--- src/rtl/cache_replace_if.sv ---
// Access/fill handshake between a cache way array and its replacement engine.
// The cache side drives the access qualifiers; the engine returns the victim way.
interface cache_replace_if #(
  parameter int NUMWAYS = 4,
  parameter int SETLEN  = 6
);
  logic               FlushStage;
  logic               CacheEn;
  logic               LRUWriteEn;
  logic               SetValid;
  logic               InvalidateCache;
  logic [NUMWAYS-1:0] HitWay;
  logic [NUMWAYS-1:0] ValidWay;
  logic [SETLEN-1:0]  PAdrSet;
  logic [NUMWAYS-1:0] VictimWay;

  modport master (
    output FlushStage, CacheEn, LRUWriteEn, SetValid, InvalidateCache,
    output HitWay, ValidWay, PAdrSet,
    input  VictimWay
  );

  modport slave (
    input  FlushStage, CacheEn, LRUWriteEn, SetValid, InvalidateCache,
    input  HitWay, ValidWay, PAdrSet,
    output VictimWay
  );
endinterface

--- src/rtl/cache_replace.sv ---
// Victim-way selection for a set-associative cache: tree pseudo-LRU, per-set
// round-robin or global LFSR random, with invalid ways always filled first.
module cache_replace #(
  parameter int NUMWAYS = 4,
  parameter int SETLEN  = 6,
  parameter int POLICY  = 0
) (
  input logic            clk,
  input logic            reset,
  cache_replace_if.slave bus
);
  localparam int LOGW    = (NUMWAYS > 1) ? $clog2(NUMWAYS) : 1;
  localparam int NUMSETS = 1 << SETLEN;

  logic [NUMWAYS-1:0] invalidVictim;
  logic               anyInvalid;

  always_comb begin
    invalidVictim = '0;
    anyInvalid    = 1'b0;
    for (int i = 0; i < NUMWAYS; i++) begin
      if (!bus.ValidWay[i] && !anyInvalid) begin
        invalidVictim[i] = 1'b1;
        anyInvalid       = 1'b1;
      end
    end
  end

  if (NUMWAYS == 1) begin : gDirect
    logic unusedInputs;
    assign unusedInputs  = &{1'b0, bus.FlushStage, bus.CacheEn, bus.SetValid,
                             bus.InvalidateCache, bus.PAdrSet, anyInvalid, invalidVictim};
    assign bus.VictimWay = '1;
  end else begin : gState
    logic [NUMWAYS-1:0] policyVictim;

    assign bus.VictimWay = anyInvalid ? invalidVictim : policyVictim;

    if (POLICY == 0) begin : gPlru
      logic               updateEn;
      logic [NUMWAYS-1:0] accessedWay;
      logic [LOGW-1:0]    accessedIdx;
      logic [NUMWAYS-2:0] treeCur;
      logic [NUMWAYS-2:0] treeNext;
      logic [NUMWAYS-2:0] treeRows [NUMSETS];
      logic               unusedInputs;

      assign unusedInputs = &{1'b0, bus.CacheEn, bus.SetValid};
      assign updateEn     = bus.LRUWriteEn & ~bus.FlushStage & ~bus.InvalidateCache;
      assign accessedWay  = (|bus.HitWay) ? bus.HitWay : bus.VictimWay;
      assign treeCur      = treeRows[bus.PAdrSet];

      always_comb begin
        accessedIdx = '0;
        for (int i = 0; i < NUMWAYS; i++) begin
          if (accessedWay[i]) accessedIdx = accessedIdx | LOGW'(i);
        end
      end

      // A leaf is the victim when every node on its path points toward it.
      for (genvar gi = 0; gi < NUMWAYS; gi++) begin : gLeaf
        logic [LOGW-1:0] pathMatch;
        for (genvar gl = 0; gl < LOGW; gl++) begin : gLvl
          localparam int   NODE  = ((1 << gl) - 1) + (gi >> (LOGW - gl));
          localparam logic UPPER = 1'((gi >> (LOGW - 1 - gl)) & 1);
          assign pathMatch[gl] = (treeCur[NODE] == UPPER);
        end
        assign policyVictim[gi] = &pathMatch;
      end

      // Nodes on the accessed path flip to point at the opposite subtree.
      for (genvar gi = 0; gi < NUMWAYS - 1; gi++) begin : gNode
        localparam int LVL = $clog2(gi + 2) - 1;
        localparam int POS = gi - ((1 << LVL) - 1);
        logic onPath;
        assign onPath       = ((accessedIdx >> (LOGW - LVL)) == LOGW'(POS));
        assign treeNext[gi] = onPath ? ~accessedIdx[LOGW-1-LVL] : treeCur[gi];
      end

      for (genvar gi = 0; gi < NUMSETS; gi++) begin : gSet
        logic [NUMWAYS-2:0] treeReg;
        always_ff @(posedge clk) begin
          if (reset || bus.InvalidateCache) begin
            treeReg <= '0;
          end else if (updateEn && (bus.PAdrSet == SETLEN'(gi))) begin
            treeReg <= treeNext;
          end
        end
        assign treeRows[gi] = treeReg;
      end
    end else if (POLICY == 1) begin : gRoundRobin
      logic            advanceEn;
      logic [LOGW-1:0] ptrCur;
      logic [LOGW-1:0] ptrRows [NUMSETS];
      logic            unusedInputs;

      assign unusedInputs = &{1'b0, bus.CacheEn};
      // Only fills on a miss consume the pointer; hits leave it alone.
      assign advanceEn = bus.LRUWriteEn & ~bus.FlushStage & ~bus.InvalidateCache
                       & bus.SetValid & ~(|bus.HitWay);
      assign ptrCur    = ptrRows[bus.PAdrSet];

      always_comb begin
        policyVictim         = '0;
        policyVictim[ptrCur] = 1'b1;
      end

      for (genvar gi = 0; gi < NUMSETS; gi++) begin : gSet
        logic [LOGW-1:0] ptrReg;
        always_ff @(posedge clk) begin
          if (reset || bus.InvalidateCache) begin
            ptrReg <= '0;
          end else if (advanceEn && (bus.PAdrSet == SETLEN'(gi))) begin
            ptrReg <= ptrReg + LOGW'(1);
          end
        end
        assign ptrRows[gi] = ptrReg;
      end
    end else begin : gRandom
      logic [15:0] lfsrReg;
      logic        unusedInputs;

      assign unusedInputs = &{1'b0, bus.FlushStage, bus.SetValid,
                              bus.InvalidateCache, bus.PAdrSet};

      // Free-running while the array is enabled; flushes and invalidates do not touch it.
      always_ff @(posedge clk) begin
        if (reset) begin
          lfsrReg <= 16'h0001;
        end else if (bus.CacheEn) begin
          lfsrReg <= {1'b0, lfsrReg[15:1]} ^ (lfsrReg[0] ? 16'hB400 : 16'h0000);
        end
      end

      always_comb begin
        policyVictim                     = '0;
        policyVictim[lfsrReg[LOGW-1:0]] = 1'b1;
      end
    end
  end

  always_ff @(posedge clk) begin
    if (!reset && bus.LRUWriteEn) begin
      assert ($onehot0(bus.HitWay))
        else $error("cache_replace: multi-hot HitWay %b", bus.HitWay);
    end
  end
endmodule

--- src/flat_wrapper.sv ---
// flat-port wrapper written by rule: the top's interface ports become plain ports
module cache_replace_flat 
#(
  parameter int NUMWAYS = 4,
  parameter int SETLEN  = 6,
  parameter int POLICY  = 0
)
  (clk, reset, bus_FlushStage, bus_CacheEn, bus_LRUWriteEn, bus_SetValid, bus_InvalidateCache, bus_HitWay, bus_ValidWay, bus_PAdrSet, bus_VictimWay);
  cache_replace_if #(.NUMWAYS(NUMWAYS), .SETLEN(SETLEN)) bus_i ();
  input logic clk;
  input logic reset;
  input wire logic [$bits(bus_i.FlushStage)-1:0] bus_FlushStage;
  input wire logic [$bits(bus_i.CacheEn)-1:0] bus_CacheEn;
  input wire logic [$bits(bus_i.LRUWriteEn)-1:0] bus_LRUWriteEn;
  input wire logic [$bits(bus_i.SetValid)-1:0] bus_SetValid;
  input wire logic [$bits(bus_i.InvalidateCache)-1:0] bus_InvalidateCache;
  input wire logic [$bits(bus_i.HitWay)-1:0] bus_HitWay;
  input wire logic [$bits(bus_i.ValidWay)-1:0] bus_ValidWay;
  input wire logic [$bits(bus_i.PAdrSet)-1:0] bus_PAdrSet;
  output wire logic [$bits(bus_i.VictimWay)-1:0] bus_VictimWay;
  assign bus_i.FlushStage = bus_FlushStage;
  assign bus_i.CacheEn = bus_CacheEn;
  assign bus_i.LRUWriteEn = bus_LRUWriteEn;
  assign bus_i.SetValid = bus_SetValid;
  assign bus_i.InvalidateCache = bus_InvalidateCache;
  assign bus_i.HitWay = bus_HitWay;
  assign bus_i.ValidWay = bus_ValidWay;
  assign bus_i.PAdrSet = bus_PAdrSet;
  assign bus_VictimWay = bus_i.VictimWay;
  cache_replace #(.NUMWAYS(NUMWAYS), .SETLEN(SETLEN), .POLICY(POLICY)) u_core (.clk(clk), .reset(reset), .bus(bus_i));
endmodule
--- config.mk ---
export PLATFORM = sky130hd
export DESIGN_NAME = cache_replace_flat
export DESIGN_NICKNAME = d
export VERILOG_FILES = /design/src/rtl/cache_replace_if.sv /design/src/rtl/cache_replace.sv /design/src/flat_wrapper.sv
export SDC_FILE = /design/constraint.sdc
export NUM_CORES = 1
export LEC_CHECK = 0
export BUFFER_PORTS_ARGS = -buffer_cell sky130_fd_sc_hd__buf_2
export CAP_MARGIN = 15
export CELL_PAD_IN_SITES_DETAIL_PLACEMENT = 1
export CELL_PAD_IN_SITES_GLOBAL_PLACEMENT = 2
export CORE_ASPECT_RATIO = 1.25
export CORE_UTILIZATION = 40
export CTS_CLUSTER_DIAMETER = 150
export CTS_CLUSTER_SIZE = 40
export DETAILED_ROUTE_END_ITERATION = 16
export GPL_TIMING_DRIVEN = 0
export PLACE_DENSITY = 0.92
export SKIP_LAST_GASP = 1
export SLEW_MARGIN = 20
export SYNTH_ARGS = -nofsm -noshare
export SYNTH_HDL_FRONTEND = slang
export SYNTH_SLANG_ARGS = --single-unit
--- constraint.sdc ---
create_clock -name clk -period 3.67 [get_ports clk]
set_input_delay 0.367 -clock clk [delete_from_list [all_inputs] [get_ports clk]]
set_output_delay 0.367 -clock clk [all_outputs]
set_load 0.02 [all_outputs]
==> key figures, run 1 <==
STA
  • F_max: 0.279 GHz
  • Fin Clk Skew: ~0.015 ns
  • Slew @ Worst Pin: 1.08 ns
  • # setup viols final: 0
  • Crit path time final: 3.59 ns
  • Slew headroom: 27.2%
  • Tcrit/Tclk final: around 98%
  • RSZ-0062 raised after global routing: false
  • Final Slew Violations: 0
  • Final hold violations: 0

Clock tree
  • CTS H-tree lvls: 4
  • Worst skew pair latency: between 0.4 and 0.5 ns
  • Number of buffers created by CTS: 17
  • Longest Clk Path Bufs: 2
  • Clk sinks: roughly 190
  • Hold-fix buffers, CTS: 0
  • Post-CTS Setup Inserts: 0
  • Root buffer cell: clkbuf_16
  • CTS tree: built
  • Clock-pin slew on the worst setup and hold paths: about 0.07 ns
  • Post-CTS sizing: 0

Cells and area
  • # diodes: 0
  • Post-layout util: between 40 and 50%
  • Number of flip-flops under the largest register name: 192
  • Final Instance Area: 10100 um2
  • Final std cells w/o fill: between 1000 and 1500
  • Layout net count: 1035
  • Layout cells sized above 1: 15.7%
  • Area grow syn2layout: 11.4%
  • Biggest registers after layout: u_core.gState.gPlru.gSet.treeReg (192)
  • Fillers: roughly 2600
  • Most flop-heavy register: u_core.gState.gPlru.gSet.treeReg

Setup path
  • CP endpoint: bus_VictimWay[1]
  • WS Path Type: in2out
  • CP max stage cell: buf_2
  • CP Capture Type: primary output
  • Cell mode on critical path: buf_2
  • Worst path cell trace: buf_6 -> buf_2 -> buf_2 -> mux4_2 -> mux2i_1 -> nand3b_1 -> nand4_1 -> a2bb2oi_1 -> o21ai_0 -> and2_1 -> buf_2
  • Worst Path Max Fanout: 10
  • R2R cell count: 9
  • WP data arrival: about 3.2 ns
  • Reg2Reg Setup Slack: 0.28 ns
  • Start of the worst register-to-register path: u_core.gState.gPlru.gSet[27].treeReg[0]
  • Worst setup SP type: primary input
  • Critical path's largest stage delay: 0.55 ns
  • Worst R2R End: u_core.gState.gPlru.gSet[41].treeReg[1]
  • Critical path data required time: 3.30 ns
  • Crit path from: bus_PAdrSet[1]

Power
  • Leak pwr: 3.29 nW
  • Peak supply drop: around 340 uV
  • Power Density: 430 nW/um2

Flow run
  • Max Cap Viol: 0

Global route
  • Largest net degree at the start of global routing: 17
  • Vias in the first global route: between 8000 and 9000
  • First-pass GRT wire length: just over 50 mm
  • Remaining Overflow, GRT: 0
  • GRT Total Usage: roughly 30%
  • Initial antenna violation count: 0

Floorplanning
  • # IOs: 25
  • Die Wd: 136 um
  • Core area: 22200 um2
  • Die Ht: 170 um
  • # rows: 61
  • Die area: about 23000 um2
  • Initial Utilization: between 40 and 50%

Synthesis
  • Ys Warns: 0
  • Largest area contributor in the synthesized netlist: dfxtp_1
  • Synth area leaders: dfxtp_1 (43%), o21ai_0 (10%), mux4_2 (9.2%)
  • Main synth FF type: dfxtp_1
  • Count leader, synth: dfxtp_1
  • #FFs+latches synth: around 190
  • Synthesized area per cell: around 9.2 um2
  • Post-synth top cells: dfxtp_1 (192), o21ai_0 (189), a31oi_1 (108), nand2_1 (90), nor2_1 (79)
  • Distinct cells, synth: 50
  • Ys async rst share: 0%
  • Post-Synthesis Cells: 976
  • Mapped Nets: about 1000
  • Seq/Total Area, Yosys: 42.6%
  • Yosys top cell area share: between 40% and 50%
  • Synthesized area: roughly 9000 um2
  • EDFF count, synth: 0

Routing
  • Vias post-DR: between 8000 and 9000
  • DR iter-0 viols: approximately 640
  • WL/cell: roughly 26 um
  • WL final: 33.7 mm
  • Remaining antenna violation count after routing: 0
  • Pre-antenna DRT Iters: 5
  • DRC viols: 0
  • DR vias/cell: roughly 6.3

Placement
  • Detailed Place HPWL: 23.8 mm
  • GP Congestion: slightly below 1
  • Post-DP Area: approximately 9500 um2
  • Port Buf Inserts: 19
  • Placed Cells incl. Taps: between 1000 and 1500

Min path
  • Hold Path Class: reg2reg
  • Hold path depth: 2

Outcome
  • Status: complete, no violations
layout by cell type, fill, tap and decap left out, types with 3 or more instances in the layout:
cell / count
dfxtp_1: 192
o21ai_0: 189
a31oi_1: 108
nand2_1: 90
nor2_1: 79
a21oi_1: 67
buf_2: 40
clkbuf_1: 38
mux4_2: 37
mux2i_1: 23
buf_6: 21
a31oi_2: 20
clkbuf_16: 17
a22oi_1: 13
nand3_1: 10
nor2b_1: 7
a22o_1: 6
nand4_1: 5
inv_6: 5
nand2b_1: 4
and2_1: 3
mux4_1: 3
nor4_2: 3
clkbuf_8: 3
where the power goes:
part / internal, mW / switching, mW / total, mW
logic: 0.100 / 0.270 / 0.370
clock network: 1.00 / 0.865 / 1.87
registers: 2.08 / 0.000658 / 2.08
total: 3.19 / 1.14 / 4.32
stage by stage:
step,hold slack (ns),worst slack [ns],setup TNS [ns],power [mW]
3_3_place_gp,0.459,-0.163,-13.00,2.49
2_1_floorplan,0.450,0.879,0,2.35
6_report,0.480,0.0821,0,4.32
3_5_place_dp,0.468,-0.198,-15.02,2.49
5_1_grt,0.502,0.0261,0,4.44
4_1_cts,0.478,0.197,0,4.32
layer usage:
layer	GRT usage (%)	routed length, um
met1	36.3	13800
met2	50.0	16000
met3	5.66	1740
met4	18.9	2170
met5	0	0
logic make-up (layout without fill, tap and decap cells):
kind of cell	after synthesis	count (layout)	share of synthesized area (%)
AOI/OAI and AO/OA	417	417	28.0
buffers and inverters	89	139	6.56
DFF	192	192	42.6
muxes	63	63	12.7
and+or+nand+nor	215	215	10.2
worst min-delay path by stage:
| stage | start | endpoint | slack, ns |
|---|---|---|---|
| detailed placement | u_core.gState.gPlru.gSet[13].treeReg[0] | u_core.gState.gPlru.gSet[13].treeReg[0] | 0.47 |
| global route | u_core.gState.gPlru.gSet[28].treeReg[0] | u_core.gState.gPlru.gSet[28].treeReg[0] | 0.50 |
| finish | u_core.gState.gPlru.gSet[28].treeReg[0] | u_core.gState.gPlru.gSet[28].treeReg[0] | 0.48 |
| floorplan | u_core.gState.gPlru.gSet[14].treeReg[0] | u_core.gState.gPlru.gSet[14].treeReg[0] | 0.45 |
| CTS | u_core.gState.gPlru.gSet[47].treeReg[0] | u_core.gState.gPlru.gSet[47].treeReg[0] | 0.48 |
| global placement | u_core.gState.gPlru.gSet[22].treeReg[0] | u_core.gState.gPlru.gSet[22].treeReg[0] | 0.46 |
layout make-up:
class	count	area (um2)	area share (%)
buffer	87	584	5.81
clock buffer	23	478	4.75
clock inverter	8	92.6	0.921
inverter	2	7.51	0.0747
multi-input combinational	695	4600	45.8
sequential	192	3840	38.2
tap	283	354	3.52
timing repair buffer	19	95.1	0.946
worst max-delay path, delay by kind of cell:
kind            cells  cell delay [ns]
simple gates        3             0.53
buf+inv             4             1.24
mux                 2             0.65
compound gates      2             0.40
Power figures use the tool's default switching activity.
==> run 2, diff against run 1 <==
ABC_AREA = 1   (was default)
CORE_UTILIZATION = 34   (was 40)
PLACE_DENSITY = 0.91   (was 0.92)
==> key figures, run 2 <==
Outcome
  • Status: complete, no violations

Cells and area
  • Final std cells w/o fill: 1927 (+47%)
  • Layout net count: 1587 (+53%)
  • Area grow syn2layout: 12.4%
  • # diodes: 0 (unchanged)
  • Most flop-heavy register: u_core.gState.gPlru.gSet.treeReg
  • Most frequent cells in the layout: nand2_1 (530), nor2_1 (252), dfxtp_1 (192), o21ai_0 (134), a21oi_1 (131)
  • Fillers: 3692 (+42%)
  • Layout cells sized above 1: 6.66% (-9.0 points)
  • Commonest non-fill, non-tap cell in the layout: nand2_1
  • Biggest registers after layout: u_core.gState.gPlru.gSet.treeReg (192)
  • Number of flip-flops under the largest register name: 192 (unchanged)

Power
  • Power Density: 423 nW/um2 (-1.5%)
  • Total power: 4.52 mW (+4.5%)
  • Flop pwr share: 46.1% (-2.1 points)
  • Peak supply drop: 251 uV (-27%)
  • Combinational power share: 7.0% (-1.6 points)
  • Leak pwr: 4.94 nW (+50%)
  • Net Sw Frac: 25.7% (-0.51 points)
  • Clock share of power: 46.8% (+3.5 points)
  • Internal power: 3.35 mW (+5.2%)
  • Sw power: 1.16 mW (+2.4%)

Placement
  • GP Congestion: 0.926 (-6.0%)
  • Port Buf Inserts: 20 (+1)
  • Detailed Place HPWL: 27.6 mm (+16%)
  • Placed Cells incl. Taps: 1897 (+48%)
  • Pre-CTS WS: -0.0927 ns (+0.106 ns)

STA
  • Post-Route Setup TNS: 0 ns (unchanged)
  • RSZ-0062 raised after global routing: false
  • Tcrit/Tclk final: 90.6% (-7.2 points)
  • Final Slew Violations: 0 (unchanged)
  • F_max: 0.301 GHz (+7.9%)
  • Slew @ Worst Pin: 0.999 ns (-0.0826 ns)
  • Final hold violations: 0 (unchanged)
  • Crit path time final: 3.32 ns (-0.264 ns)
  • Slew headroom: 33.4% (+6.2 points)
  • Fin Clk Skew: 0.0132 ns (-0.00140 ns)
  • PnR worst setup slack: 0.346 ns (+0.264 ns)
  • WHS: 0.538 ns (+0.0584 ns)
  • # setup viols final: 0 (unchanged)

Global route
  • Vias in the first global route: 10326 (+21%)
  • GRT Total Usage: 28.9% (-1.5 points)
  • Initial antenna violation count: 0 (unchanged)
  • Largest net degree at the start of global routing: 17 (unchanged)
  • First-pass GRT wire length: 60.3 mm (+17%)
  • Remaining Overflow, GRT: 0 (unchanged)

Clock tree
  • Clock-pin slew on the worst setup and hold paths: 0.07 ns (about the same)
  • Worst skew pair latency: 0.47 ns (+0.02 ns)
  • Clk sinks: 192 (unchanged)
  • CTS H-tree lvls: 4 (unchanged)
  • Post-CTS Setup Inserts: 0 (unchanged)
  • Hold-fix buffers, CTS: 0 (unchanged)
  • Root buffer cell: clkbuf_16
  • Number of buffers created by CTS: 17 (unchanged)
  • Post-CTS sizing: 0 (unchanged)
  • CTS tree: built
  • Longest Clk Path Bufs: 2 (unchanged)

Routing
  • Pre-antenna DRT Iters: 6 (+1)
  • Met1 wire length: 16.9 mm (+23%)
  • Met2 routed WL: 18.7 mm (+17%)
  • Remaining antenna violation count after routing: 0 (unchanged)
  • DR vias/cell: 5.27 (-17%)
  • Top sig layer: met4
  • WL final: 39.3 mm (+17%)
  • WL/cell: 20.4 um (-21%)
  • Metal3 WL: 1.70 mm (-2.2%)
  • Vias post-DR: 10152 (+23%)
  • DRC viols: 0 (unchanged)
  • DR iter-0 viols: 705 (+11%)

Setup path
  • Worst setup SP type: primary input
  • WS Path Type: in2reg
  • R2R cell count: 17 (+8)
  • Number of buffers and inverters on the critical path: 5 (+1)
  • Worst path cell trace: buf_2 -> inv_1 -> nor2_1 -> clkbuf_1 -> nand2_1 -> nand3_1 -> nand2_1 -> nand2_1 -> nor2_1 -> nor2_1 -> nor2_1 -> nand2_1 -> nand3_1 -> a21oi_1 -> nor2_1 -> nand2_2 -> buf_2 -> nand3_1 -> nand2_1 -> inv_1
  • Critical path data required time: 4.03 ns (+0.73 ns)
  • Critical path's largest stage delay: 0.77 ns (+0.22 ns)
  • Start of the worst register-to-register path: u_core.gState.gPlru.gSet[36].treeReg[2]
  • CP max stage cell: clkbuf_1
  • Crit path max-delay family: simple AND/OR/NAND/NOR gates
  • Worst Path Max Fanout: 10 (unchanged)
  • Worst R2R End: u_core.gState.gPlru.gSet[23].treeReg[1]
  • Reg2Reg Setup Slack: 0.91 ns (+0.63 ns)
  • WP data arrival: 3.69 ns (+0.47 ns)
  • CP Capture Type: flop

Floorplanning
  • Die area: 28600 um2 (+23%)
  • # rows: 68 (+11%)
  • Initial Utilization: 34.4% (-6.2 points)
  • # IOs: 25 (unchanged)
  • Die Wd: 151 um (+11%)
  • Core area: 27600 um2 (+24%)
  • Die Ht: 189 um (+11%)

Min path
  • Hold Path Class: in2reg
  • Hold Path End: u_core.gState.gPlru.gSet[17].treeReg[0]
  • Hold path depth: 5 (+3)
  • Worst hold start: bus_HitWay[2]

Synthesis
  • Mapped Nets: 1548 (+55%)
  • Ys async rst share: 0% (unchanged)
  • Main synth FF type: dfxtp_1
  • Synthesized area per cell: 6.21 um2 (-33%)
  • Synth area leaders: dfxtp_1 (41%), nand2_1 (21%), nor2_1 (10%)
  • Post-Synthesis Cells: 1527 (+56%)
  • Synthesized area: 9490 um2 (+5.2%)
  • Count leader, synth: nand2_1
  • Distinct cells, synth: 23 (-54%)
  • #FFs+latches synth: 192 (unchanged)
  • Seq/Total Area, Yosys: 40.5% (-2.1 points)
  • Yosys top cell area share: 40.5% (-2.1 points)
  • Ys Warns: 0 (unchanged)
  • Post-synth top cells: nand2_1 (530), nor2_1 (252), dfxtp_1 (192), o21ai_0 (134), a21oi_1 (131)
  • EDFF count, synth: 0 (unchanged)
  • Largest area contributor in the synthesized netlist: dfxtp_1

Flow run
  • Max Cap Viol: 0 (unchanged)
## run 2: worst max path at each step
stage | slack, ns | start | depth (start not counted) | end
4_1_cts | 0.37 | bus_PAdrSet[1] | 20 | u_core.gState.gPlru.gSet[39].treeReg[1]
2_1_floorplan | 1.25 | bus_PAdrSet[0] | 21 | u_core.gState.gPlru.gSet[31].treeReg[2]
3_5_place_dp | -0.09 | bus_PAdrSet[1] | 20 | u_core.gState.gPlru.gSet[32].treeReg[1]
3_3_place_gp | 0.001 | bus_PAdrSet[1] | 20 | u_core.gState.gPlru.gSet[21].treeReg[1]
6_report | 0.35 | bus_PAdrSet[1] | 20 | u_core.gState.gPlru.gSet[23].treeReg[1]
5_1_grt | 0.1 | bus_PAdrSet[1] | 20 | u_core.gState.gPlru.gSet[39].treeReg[1]
## run 2: tightest hold or removal path, stage by stage
cell and delay, ns:
buf_2 0.09, nor2_1 0.07, nand3_2 0.11, buf_4 0.23, a21oi_1 0.09
## run 2: cells by family (layout without fill, tap and decap cells)
family / count (synthesis) / in the layout / share of synthesized area (%)
buffers and inverters: 187 / 237 / 8.86
and+or+nand+nor: 878 / 878 / 36.3
DFF: 192 / 192 / 40.5
AOI/OAI and AO/OA: 270 / 270 / 14.3
## run 2: final cells by class
type	count	area [um2]	area share, %
sequential	192	3840	36.0
tap	350	438	4.11
inverter	105	394	3.70
clock inverter	12	209	1.96
buffer	82	447	4.19
multi-input combinational	1148	4800	45.0
timing repair buffer	20	100	0.939
clock buffer	18	429	4.02
## run 2: metal layers
metal  vias to the layer above  GRT usage, %
met3                        94          3.87
met2                       269          47.9
li1                       4871             -
met1                      4918          36.2
met5                         -             0
met4                         0          14.4
## run 2: power groups by stage
stage          Combinational, mW  Clock (mW)  Sequential [mW]
2_1_floorplan              0.159           0             2.13
6_report                   0.317        2.12             2.08
4_1_cts                    0.313        2.13             2.08
3_5_place_dp               0.311           0             2.13
5_1_grt                    0.330        2.22             2.08
3_3_place_gp               0.310           0             2.13
## run 2: stage by stage
| stage | instance area, um2 | util [%] |
|---|---|---|
| final | 10700 | 38.7 |
| after global routing | 10700 | 38.7 |
| after CTS | 10700 | 38.7 |
| after detailed placement | 10000 | 36.4 |
| after global placement | 10000 | 36.4 |
| after floorplan | 9490 | - |
==> run 3, diff against run 2 <==
CTS_BUF_LIST = sky130_fd_sc_hd__clkbuf_4 sky130_fd_sc_hd__clkbuf_8 sky130_fd_sc_hd__clkbuf_16   (was default)
==> key figures, run 3 (same netlist as run 2, synthesis figures left out) <==
Outcome
  • Status: complete, no violations

Setup path
  • Worst path cell trace: buf_2 -> inv_1 -> nor2_1 -> clkbuf_1 -> nand2_1 -> nand3_1 -> nand2_1 -> nand2_1 -> nor2_1 -> nor2_1 -> nor2_1 -> nand2_1 -> nand3_1 -> a21oi_1 -> nor2_1 -> nand2_2 -> buf_2 -> nand3_1 -> nand2_1 -> inv_1
  • Critical path data required time: 4.03 ns (about the same)
  • Critical path's largest stage delay: 0.77 ns (about the same)
  • CP max stage cell: clkbuf_1
  • CP Capture Type: flop
  • WP data arrival: 3.69 ns (about the same)
  • Reg2Reg Setup Slack: 0.91 ns (about the same)
  • Worst Path Max Fanout: 10 (unchanged)
  • WS Path Type: in2reg
  • Crit path max-delay family: simple AND/OR/NAND/NOR gates
  • Number of buffers and inverters on the critical path: 5 (unchanged)
  • Worst setup SP type: primary input

Placement
  • Detailed Place HPWL: 27.6 mm (unchanged)
  • Pre-CTS WS: -0.0927 ns (unchanged)
  • Port Buf Inserts: 20 (unchanged)
  • Post-DP Area: 10000 um2 (unchanged)
  • Placed Cells incl. Taps: 1897 (unchanged)
  • GP Congestion: 0.926 (unchanged)

Cells and area
  • Layout net count: 1587 (unchanged)
  • Commonest non-fill, non-tap cell in the layout: nand2_1
  • Most flop-heavy register: u_core.gState.gPlru.gSet.treeReg
  • Most frequent cells in the layout: nand2_1 (530), nor2_1 (252), dfxtp_1 (192), o21ai_0 (134), a21oi_1 (131)
  • Final std cells w/o fill: 1927 (unchanged)
  • # diodes: 0 (unchanged)
  • Biggest registers after layout: u_core.gState.gPlru.gSet.treeReg (192)
  • Final Instance Area: 10700 um2 (about the same)
  • Area grow syn2layout: 12.4% (about the same)
  • Number of flip-flops under the largest register name: 192 (unchanged)
  • Layout cells sized above 1: 6.72% (+0.063 points)

Clock tree
  • Post-CTS Setup Inserts: 0 (unchanged)
  • Number of buffers created by CTS: 17 (unchanged)
  • Longest Clk Path Bufs: 2 (unchanged)
  • CTS H-tree lvls: 4 (unchanged)
  • CTS tree: built
  • Hold-fix buffers, CTS: 0 (unchanged)
  • Worst skew pair latency: 0.47 ns (about the same)
  • Root buffer cell: clkbuf_16
  • Clk sinks: 192 (unchanged)
  • Clock-pin slew on the worst setup and hold paths: 0.07 ns (about the same)
  • Post-CTS sizing: 0 (unchanged)

Floorplanning
  • Initial Utilization: 34.4% (unchanged)
  • # IOs: 25 (unchanged)
  • Die Wd: 151 um (unchanged)
  • Core area: 27600 um2 (unchanged)
  • # rows: 68 (unchanged)
  • Die area: 28600 um2 (unchanged)
  • Die Ht: 189 um (unchanged)

STA
  • # setup viols final: 0 (unchanged)
  • Final hold violations: 0 (unchanged)
  • Tcrit/Tclk final: 90.6% (unchanged)
  • Crit path time final: 3.32 ns (unchanged)
  • Slew headroom: 33.4% (unchanged)
  • Final Slew Violations: 0 (unchanged)
  • Post-Route Setup TNS: 0 ns (unchanged)
  • F_max: 0.301 GHz (unchanged)
  • RSZ-0062 raised after global routing: false
  • Slew @ Worst Pin: 0.999 ns (unchanged)
  • PnR worst setup slack: 0.346 ns (unchanged)
  • Fin Clk Skew: 0.0132 ns (unchanged)

Routing
  • DR vias/cell: 5.27 (unchanged)
  • WL/cell: 20.4 um (unchanged)
  • Vias post-DR: 10152 (unchanged)
  • DR iter-0 viols: 705 (unchanged)
  • Pre-antenna DRT Iters: 6 (unchanged)
  • WL final: 39.3 mm (unchanged)
  • DRC viols: 0 (unchanged)
  • Remaining antenna violation count after routing: 0 (unchanged)

Global route
  • Remaining Overflow, GRT: 0 (unchanged)
  • Initial antenna violation count: 0 (unchanged)
  • GRT Total Usage: 28.9% (unchanged)
  • Largest net degree at the start of global routing: 17 (unchanged)
  • Vias in the first global route: 10326 (unchanged)
  • First-pass GRT wire length: 60.3 mm (unchanged)

Power
  • Total power: 4.52 mW (+0.16%)
  • Power Density: 424 nW/um2 (+0.13%)
  • Leak pwr: 4.94 nW (about the same)
  • Peak supply drop: 251 uV (about the same)

Min path
  • Hold Path Class: in2reg

Flow run
  • Max Cap Viol: 0 (unchanged)
-- run 3: cell counts in the layout (fill, tap and decap cells not counted) --
No cell type changed its count.
-- run 3: power breakdown --
part           leakage, nW  switching [mW]  internal (mW)  total (mW)
registers             1.55        0.000882           2.08        2.08
logic                 3.09           0.258         0.0595       0.317
clock network        0.307           0.904           1.22        2.12
-- run 3: cell type report --
class	instances	area, um2
Buffer	82	447
Inverter	105	394
Multi-Input combinational cell	1148	4800
Fill cell	3692	16900
Timing Repair Buffer	20	100
Sequential cell	192	3840
Tap cell	350	438
Clock buffer	18	433
Clock inverter	12	209
-- run 3: routing by layer --
metal	up-vias	GRT usage, %	part of all wire (%)
li1	4871	-	-
met1	4918	36.2	43
met2	269	47.9	48
met3	94	3.87	4.3
met4	0	14.4	4.9
met5	-	0	0
-- run 3: worst paths after layout --
check | start | to | cells past startpoint
hold reg to reg | u_core.gState.gPlru.gSet[48].treeReg[0] | u_core.gState.gPlru.gSet[48].treeReg[0] | 2
setup reg to reg | u_core.gState.gPlru.gSet[36].treeReg[2] | u_core.gState.gPlru.gSet[23].treeReg[1] | 17
hold / removal | bus_HitWay[2] | u_core.gState.gPlru.gSet[17].treeReg[0] | 5
setup / recovery | bus_PAdrSet[1] | u_core.gState.gPlru.gSet[23].treeReg[1] | 20
-- run 3: through the flow --
stage                     util [%]  hold WS [ns]
after global placement        36.4         0.518
after CTS                     38.7         0.538
final                         38.7         0.538
after global routing          38.7         0.573
after floorplan                  -         0.504
after detailed placement      36.4         0.526
-- run 3: worst reg2reg max path: stages (launching register included) --
cell,delay [ns]
dfxtp_1,0.33
nand2_1,0.07
nand2_1,0.05
nand2_1,0.05
nand2_1,0.08
nand2_1,0.07
nand2_1,0.10
o21ai_0,0.17
o21ai_0,0.17
nor2_1,0.28
nand3_1,0.17
a21oi_1,0.16
nor2_1,0.07
nand2_2,0.33
buf_2,0.33
nand3_1,0.11
nand2_1,0.08
inv_1,0.04
